**src/rtl/fetch_stage.sv**
```systemverilog
// Instruction fetch stage: program counter, ROM addressing and the IF/ID pipeline register.
// Decode-resolved jumps and branches redirect fetch and squash IF/ID, costing one bubble.
module fetch_stage #(
  parameter logic [31:0] RESET_PC = 32'h0000_0000,
  parameter logic [31:0] PC_STEP  = 32'd4
) (
  input  logic        clk,
  input  logic        rst,
  input  logic        stall,
  input  logic        branch_taken,
  input  logic [15:0] branch_imm,
  input  logic        jump,
  input  logic [25:0] jump_index,
  input  logic [31:0] inst_in,
  output logic [31:0] pc_out,
  output logic [31:0] ifid_pc4,
  output logic [31:0] ifid_inst,
  output logic        ifid_valid,
  output logic [31:0] fetch_count
);

  logic [31:0] pc_q, pc_d;
  logic [31:0] ifid_pc4_q, ifid_pc4_d;
  logic [31:0] ifid_inst_q, ifid_inst_d;
  logic        ifid_valid_q, ifid_valid_d;
  logic [31:0] fetch_count_q, fetch_count_d;

  logic [31:0] pc_seq_s;
  logic [31:0] branch_target_s;
  logic [31:0] jump_target_s;
  logic        take_jump_s;
  logic        take_branch_s;

  // Redirects only make sense for a real instruction sitting in IF/ID.
  assign take_jump_s     = jump & ifid_valid_q;
  assign take_branch_s   = branch_taken & ifid_valid_q;
  assign pc_seq_s        = pc_q + PC_STEP;
  assign branch_target_s = ifid_pc4_q + {{14{branch_imm[15]}}, branch_imm, 2'b00};
  assign jump_target_s   = {ifid_pc4_q[31:28], jump_index, 2'b00};

  // Next-state selection: jump, then branch, then stall, then sequential fetch.
  always_comb begin
    pc_d          = pc_q;
    ifid_pc4_d    = ifid_pc4_q;
    ifid_inst_d   = ifid_inst_q;
    ifid_valid_d  = ifid_valid_q;
    fetch_count_d = fetch_count_q;
    if (take_jump_s) begin
      pc_d         = jump_target_s;
      ifid_pc4_d   = 32'h0000_0000;
      ifid_inst_d  = 32'h0000_0000;
      ifid_valid_d = 1'b0;
    end else if (take_branch_s) begin
      pc_d         = branch_target_s;
      ifid_pc4_d   = 32'h0000_0000;
      ifid_inst_d  = 32'h0000_0000;
      ifid_valid_d = 1'b0;
    end else if (stall) begin
      pc_d          = pc_q;
      fetch_count_d = fetch_count_q;
    end else begin
      pc_d          = pc_seq_s;
      ifid_pc4_d    = pc_seq_s;
      ifid_inst_d   = inst_in;
      ifid_valid_d  = 1'b1;
      fetch_count_d = fetch_count_q + 32'd1;
    end
  end

  // State registers with synchronous reset.
  always_ff @(posedge clk) begin
    if (rst) begin
      pc_q          <= RESET_PC;
      ifid_pc4_q    <= 32'h0000_0000;
      ifid_inst_q   <= 32'h0000_0000;
      ifid_valid_q  <= 1'b0;
      fetch_count_q <= 32'h0000_0000;
    end else begin
      pc_q          <= pc_d;
      ifid_pc4_q    <= ifid_pc4_d;
      ifid_inst_q   <= ifid_inst_d;
      ifid_valid_q  <= ifid_valid_d;
      fetch_count_q <= fetch_count_d;
    end
  end

  assign pc_out      = pc_q;
  assign ifid_pc4    = ifid_pc4_q;
  assign ifid_inst   = ifid_inst_q;
  assign ifid_valid  = ifid_valid_q;
  assign fetch_count = fetch_count_q;

endmodule
```
**config.mk**
```make
export PLATFORM = sky130hd
export DESIGN_NAME = fetch_stage
export DESIGN_NICKNAME = d
export VERILOG_FILES = /design/src/rtl/fetch_stage.sv
export SDC_FILE = /design/constraint.sdc
export NUM_CORES = 1
export LEC_CHECK = 0
export ABC_CLOCK_PERIOD_IN_PS = 2800
export CORE_UTILIZATION = 49
export DETAILED_ROUTE_END_ITERATION = 8
export MAX_ROUTING_LAYER = met4
export PLACE_DENSITY = 0.82
export SYNTH_ARGS = -nofsm -noshare
export SYNTH_HDL_FRONTEND = slang
export SYNTH_SLANG_ARGS = --single-unit
```
**constraint.sdc**
```tcl
create_clock -name clk -period 2.8 [get_ports clk]
set_input_delay 0.28 -clock clk [delete_from_list [all_inputs] [get_ports clk]]
set_output_delay 0.28 -clock clk [all_outputs]
set_load 0.01 [all_outputs]
```
==> metrics, run 1 <==
Inserted Diodes=0; Worst Clk Skew=between 0.015 and 0.02 ns; Via density=around 5.7; Worst setup SP type=register; Cell Chain, Critical Path=ha_1, fa_1, a21o_1, nand4_1, a21oi_2, o211ai_2, o32a_1, a21oi_2, nor2_1, a211o_1; Final Hold Fails=0; root buffer cell=clkbuf_16; CP max stage delay=0.40 ns; unrepaired setup endpoints after global routing=false; Area Growth Syn to Fin=42.3%; RePlAce Congestion=between 0.9 and 1; f_max=between 300 and 400 MHz; Yosys cell types=69; crit end category=register; grt ovf=0; Post-CTS Resized=0; Post-Layout Cell Count=1336; synthesis-stage register bit count=around 130; failing checks=design-rule violations; most frequent cell on the critical path=a21oi_2; Final nets=between 1000 and 1500; synthesized area per cell=8.19 µm²; Worst-path clk slew=about 0.06 ns; # setup viols final=0; Worst-Skew Late Latency=around 0.43 ns; Tcrit/Tclk final=0.942; most frequent cell after synthesis=nor2_1; placed cells=1304; worst hold path type=in2reg; Routed WL=about 23000 µm; Post-synth ARST share=0; share of cells above drive strength 1=0.0929; initial antenna violation count=0; Synth top cells by count=nor2_1, dfxtp_1, nand2_1; Slowest cell on crit path=o32a_1; VDD IR max=0.000509 V; TritonCTS clock tree=built; Die H=between 100 and 150 µm; Rel. slew slack=0.594; Seq/Total Area, Yosys=0.350; Worst-Margin Slew=0.609 ns; CP Class=reg2reg; Post-CTS Repair Setup Buffers=0; Arr. time, crit path=just under 3 ns; Pwr Density=a little over 500 nW/µm²; post-synth top area cell=dfxtp_1; Critical Path RT=around 3.1 ns; fillers=approximately 1100; clk buf depth=2; crit path time final=roughly 2.6 ns; CTS Sinks=roughly 130; Net Count, Synth=just over 1000; CP delay by family, top=compound AO/OA/AOI/OAI gates; top post-synthesis cells by area=dfxtp_1, nor2_1, mux2i_1; reg-to-reg slack, setup=0.16 ns; # rows=44; ANT nets after route=0; worst-path fanout max=4; MaxCap Viol Count=0; core area=14600 µm²; WL/cell=between 15 and 20 µm; Hold-fix buffers, CTS=0; die area=15600 µm²; Iteration-0 DRC Markers=between 600 and 700; GRT Util Overall=0.306; status=finished, violations left; I/O pin count=208; Power Total=5.34 mW; DRT Pass-1 Iters=8; EDFF count, synth=0; Synth Cell Area=between 7000 and 8000 µm²; Syn Inst Count=902; pin count of the biggest net entering global routing=56; Vias=roughly 7600; Port Buf Inserts=a little over 200; global-route wire length before repair=36600 µm; placed wire-length estimate=between 15000 and 20000 µm; CTS buffer count=17; final core occ=0.718; vias in the first global route=7302; Slew Viols, Final=0; number of remaining DRC errors=12; setup tns final=0 ns; H-tree depth=4; die width=125 µm; Buf/Inv on CP=0; Main synth FF type=dfxtp_1; synth warn=0; Leak=4.21 nW; Yosys top cell area share=0.350; starting density of the core=0.505
==> power breakdown <==
group | internal [mW] | total (mW) | leakage, nW | switching [mW]
combinational | 0.474 | 0.928 | 2.86 | 0.453
sequential | 1.92 | 2.01 | 1.05 | 0.0896
clock | 1.51 | 2.41 | 0.299 | 0.903
==> metal layers <==
metal / vias to the layer above / global-route usage / routed length [µm]
li1: 3646 / - / -
met1: 3574 / 0.374 / 9750
met2: 328 / 0.485 / 10600
met3: 50 / 0.0747 / 1860
met4: 0 / 0.118 / 608
met5: - / - / 0
==> through the flow <==
| stage | hold slack (ns) | worst slack [ns] | cell area [µm²] |
|---|---|---|---|
| 3_3_place_gp | 0.473 | -0.0563 | 9880 |
| 5_1_grt | 0.234 | 0.0394 | 10500 |
| 3_5_place_dp | 0.487 | -0.144 | 9880 |
| 4_1_cts | 0.199 | 0.190 | 10500 |
| 2_1_floorplan | 0.389 | 0.447 | 7390 |
| 6_report | 0.226 | 0.162 | 10500 |
==> cells in the final DEF (no fill, tap or decap), types with 6 or more instances in the layout <==
| master | count |
|---|---|
| clkdlybuf4s50_1 | 205 |
| nor2_1 | 161 |
| dfxtp_1 | 129 |
| nand2_1 | 73 |
| a21oi_1 | 72 |
| buf_4 | 54 |
| mux2i_1 | 50 |
| xor2_1 | 43 |
| xnor2_1 | 42 |
| ha_1 | 31 |
| nand3_1 | 30 |
| o21ai_0 | 30 |
| nor3_1 | 17 |
| clkbuf_16 | 17 |
| and3_1 | 15 |
| inv_1 | 14 |
| nand4_1 | 13 |
| a21o_1 | 12 |
| or3_1 | 11 |
| a22oi_1 | 10 |
| o21ai_1 | 9 |
| and2_1 | 7 |
| o221ai_1 | 7 |
| o22ai_1 | 6 |
| nand3b_1 | 6 |
| a222oi_1 | 6 |
==> worst register-to-register path, cell delays in order (launching register included) <==
cell and delay, ns:
dfxtp_1 0.39, ha_1 0.22, fa_1 0.21, a21o_1 0.16, nand4_1 0.15, a21oi_2 0.23, o211ai_2 0.14, o32a_1 0.40
a21oi_2 0.28, nor2_1 0.08, a211o_1 0.26
==> cell families (layout without fill, tap and decap cells) <==
group,count (synthesis),count (layout),synth area share
buf+inv,56,306,0.0352
compound gates,188,188,0.164
simple gates,361,361,0.226
flops,129,129,0.350
fa+ha+maj,32,32,0.0552
xor+xnor,85,85,0.101
mux,51,51,0.0693
==> final cells by class <==
class,count,area (µm²),share of cell area
timing repair buffer,260,2460,0.234
multi-input combinational,717,4550,0.433
tap,184,230,0.0219
sequential,129,2580,0.246
clock inverter,14,206,0.0196
inverter,14,52.6,0.00500
clock buffer,18,429,0.0408
==> path summary, 6_finish.rpt <==
kind,startpoint,end,cells past startpoint
setup / recovery,ifid_pc4[2],pc_out[26],10
hold reg to reg,ifid_inst[19],ifid_inst[19],2
hold / removal,rst,pc_out[20],2
setup reg to reg,ifid_pc4[2],pc_out[26],10
==> sequential cells by signal, indices dropped and copies added, names as in the netlist, named ones only <==
signal       count
ifid_valid       1
ifid_pc4        32
pc_out          30
fetch_count     32
ifid_inst       32
(Power assumes the default switching activity.)
==> run 2, diff against run 1 <==
- CTS_CLUSTER_DIAMETER: default -> 40
==> results of run 2 <==
No change in the layout: final DEF, timing and power equal those of run 1.
==> run 3, diff against run 2 <==
- CORE_MARGIN: default -> 2
- RECOVER_POWER: default -> 50
==> metrics, run 3 (same netlist as run 1, synthesis figures left out) <==
RePlAce Congestion=a little under 1; MaxCap Viol Count=0; TritonCTS clock tree=built; core area=14600 µm²; Pwr Density=494 nW/µm²; root buffer cell=clkbuf_16; CTS Sinks=129; Arr. time, crit path=around 3 ns; GRT Util Overall=0.304; DRT Pass-1 Iters=5; Port Buf Inserts=between 200 and 250; # setup viols final=0; CP Class=reg2reg; Tcrit/Tclk final=0.939; crit end category=register; worst-path fanout max=4; ANT nets after route=0; share of cells above drive strength 1=0.0926; worst hold path type=in2reg; Worst-Margin Slew=1.34 ns; f_max=380 MHz; I/O pin count=about 210; area taken by multi-input logic gates=around 4500 µm²; Worst setup SP type=register; starting density of the core=0.505; Buf/Inv on CP=0; Post-Layout Cell Count=approximately 1300; vias in the first global route=7505; worst hold slack=around 0.33 ns; Cell Chain, Critical Path=ha_1, fa_1, a21o_1, nand4_1, a21oi_2, o211ai_2, o32a_1, a21oi_2, nor2_1, a211o_1; Slowest cell on crit path=o32a_1; CP delay by family, top=compound AO/OA/AOI/OAI gates; Hold-fix buffers, CTS=0; global-route wire length before repair=38000 µm; unrepaired setup endpoints after global routing=false; clk buf depth=2; die width=~130 µm; # rows=44; Worst-path clk slew=0.06 ns; Die H=~130 µm; initial antenna violation count=0; Routed WL=between 20000 and 25000 µm; Via density=about 5.7; number of remaining DRC errors=0; Rel. slew slack=0.106; Worst Clk Skew=~0.0095 ns; Slew Viols, Final=0; Worst-Skew Late Latency=0.42 ns; H-tree depth=4; storage element area=between 2000 and 3000 µm²; die area=16100 µm²; most frequent cell on the critical path=a21oi_2; most frequent cells in the layout=nor2_1, dfxtp_1, clkdlybuf4s50_1, dlygate4sd3_1, nand2_1; grt ovf=0; Post-CTS Resized=0; Post-CTS Repair Setup Buffers=0; CTS buffer count=17; Iteration-0 DRC Markers=between 500 and 600; VDD IR max=roughly 0.00046 V; crit path time final=about 2.6 ns; most common cell after layout, fill and taps aside=nor2_1; Vias=7608; WL/cell=around 18 µm; Inserted Diodes=0; pin count of the biggest net entering global routing=62; placed cells=around 1300; Leak=~4.5 nW; Area Growth Syn to Fin=41.9%; Final nets=between 1000 and 1500; CP max stage delay=around 0.39 ns; Final Hold Fails=0; Critical Path RT=3.11 ns; fillers=around 1200; status=completed; DP Worst Slack=-0.123 ns; placed wire-length estimate=approximately 18000 µm; Worst Slack Setup Final=between 0.15 and 0.2 ns
run 3: cell count changes in the layout (fill, tap and decap cells not counted), moves of 3 or more:
cell             change
bufinv_16            -3
inv_6                +4
buf_4                -3
clkdlybuf4s50_1     -78
clkinvlp_4           -3
dlygate4sd3_1       +78
run 3: through the flow:
step	util	TNS, ns	instance area (µm²)	power (mW)
2_1_floorplan	-	0	7390	2.50
3_3_place_gp	0.678	-0.228	9930	2.95
3_5_place_dp	0.678	-0.557	9930	2.96
4_1_cts	0.719	0	10500	5.22
5_1_grt	0.716	0	10500	5.38
6_report	0.716	0	10500	5.18
run 3: final cells by class:
type                       instances  share of cell area
clock inverter                    13              0.0134
multi-input combinational        717               0.433
timing repair buffer             264               0.237
inverter                          14             0.00501
clock buffer                      19              0.0432
sequential                       129               0.246
tap                              184              0.0220
run 3: path summary, 6_finish.rpt:
check,startpoint,endpoint,slack (ns),cells past startpoint
max,ifid_pc4[2],pc_out[26],0.17,10
min,rst,fetch_count[22],0.33,3
max reg2reg,ifid_pc4[2],pc_out[26],0.17,10
min reg2reg,ifid_inst[3],ifid_inst[3],0.49,2
run 3: power breakdown:
group          internal, mW  total (mW)  switching, mW
Sequential             1.92        2.00         0.0879
Clock                  1.30        2.26          0.955
Combinational         0.461       0.918          0.457
run 3: routing by layer:
layer / vias to the layer above / GRT usage / routed length, µm / share of wire
met2: 297 / 0.493 / 11100 / 0.47
met4: 0 / 0.0840 / 477 / 0.020
met3: 55 / 0.0793 / 1680 / 0.071
met1: 3600 / 0.378 / 10500 / 0.44
met5: - / - / 0 / 0
li1: 3656 / - / - / -
run 3: worst register-to-register path, cell delays in order, from the launching register on:
cell	delay (ns)
dfxtp_1	0.38
ha_1	0.21
fa_1	0.22
a21o_1	0.15
nand4_1	0.16
a21oi_2	0.25
o211ai_2	0.13
o32a_1	0.39
a21oi_2	0.29
nor2_1	0.08
a211o_1	0.26
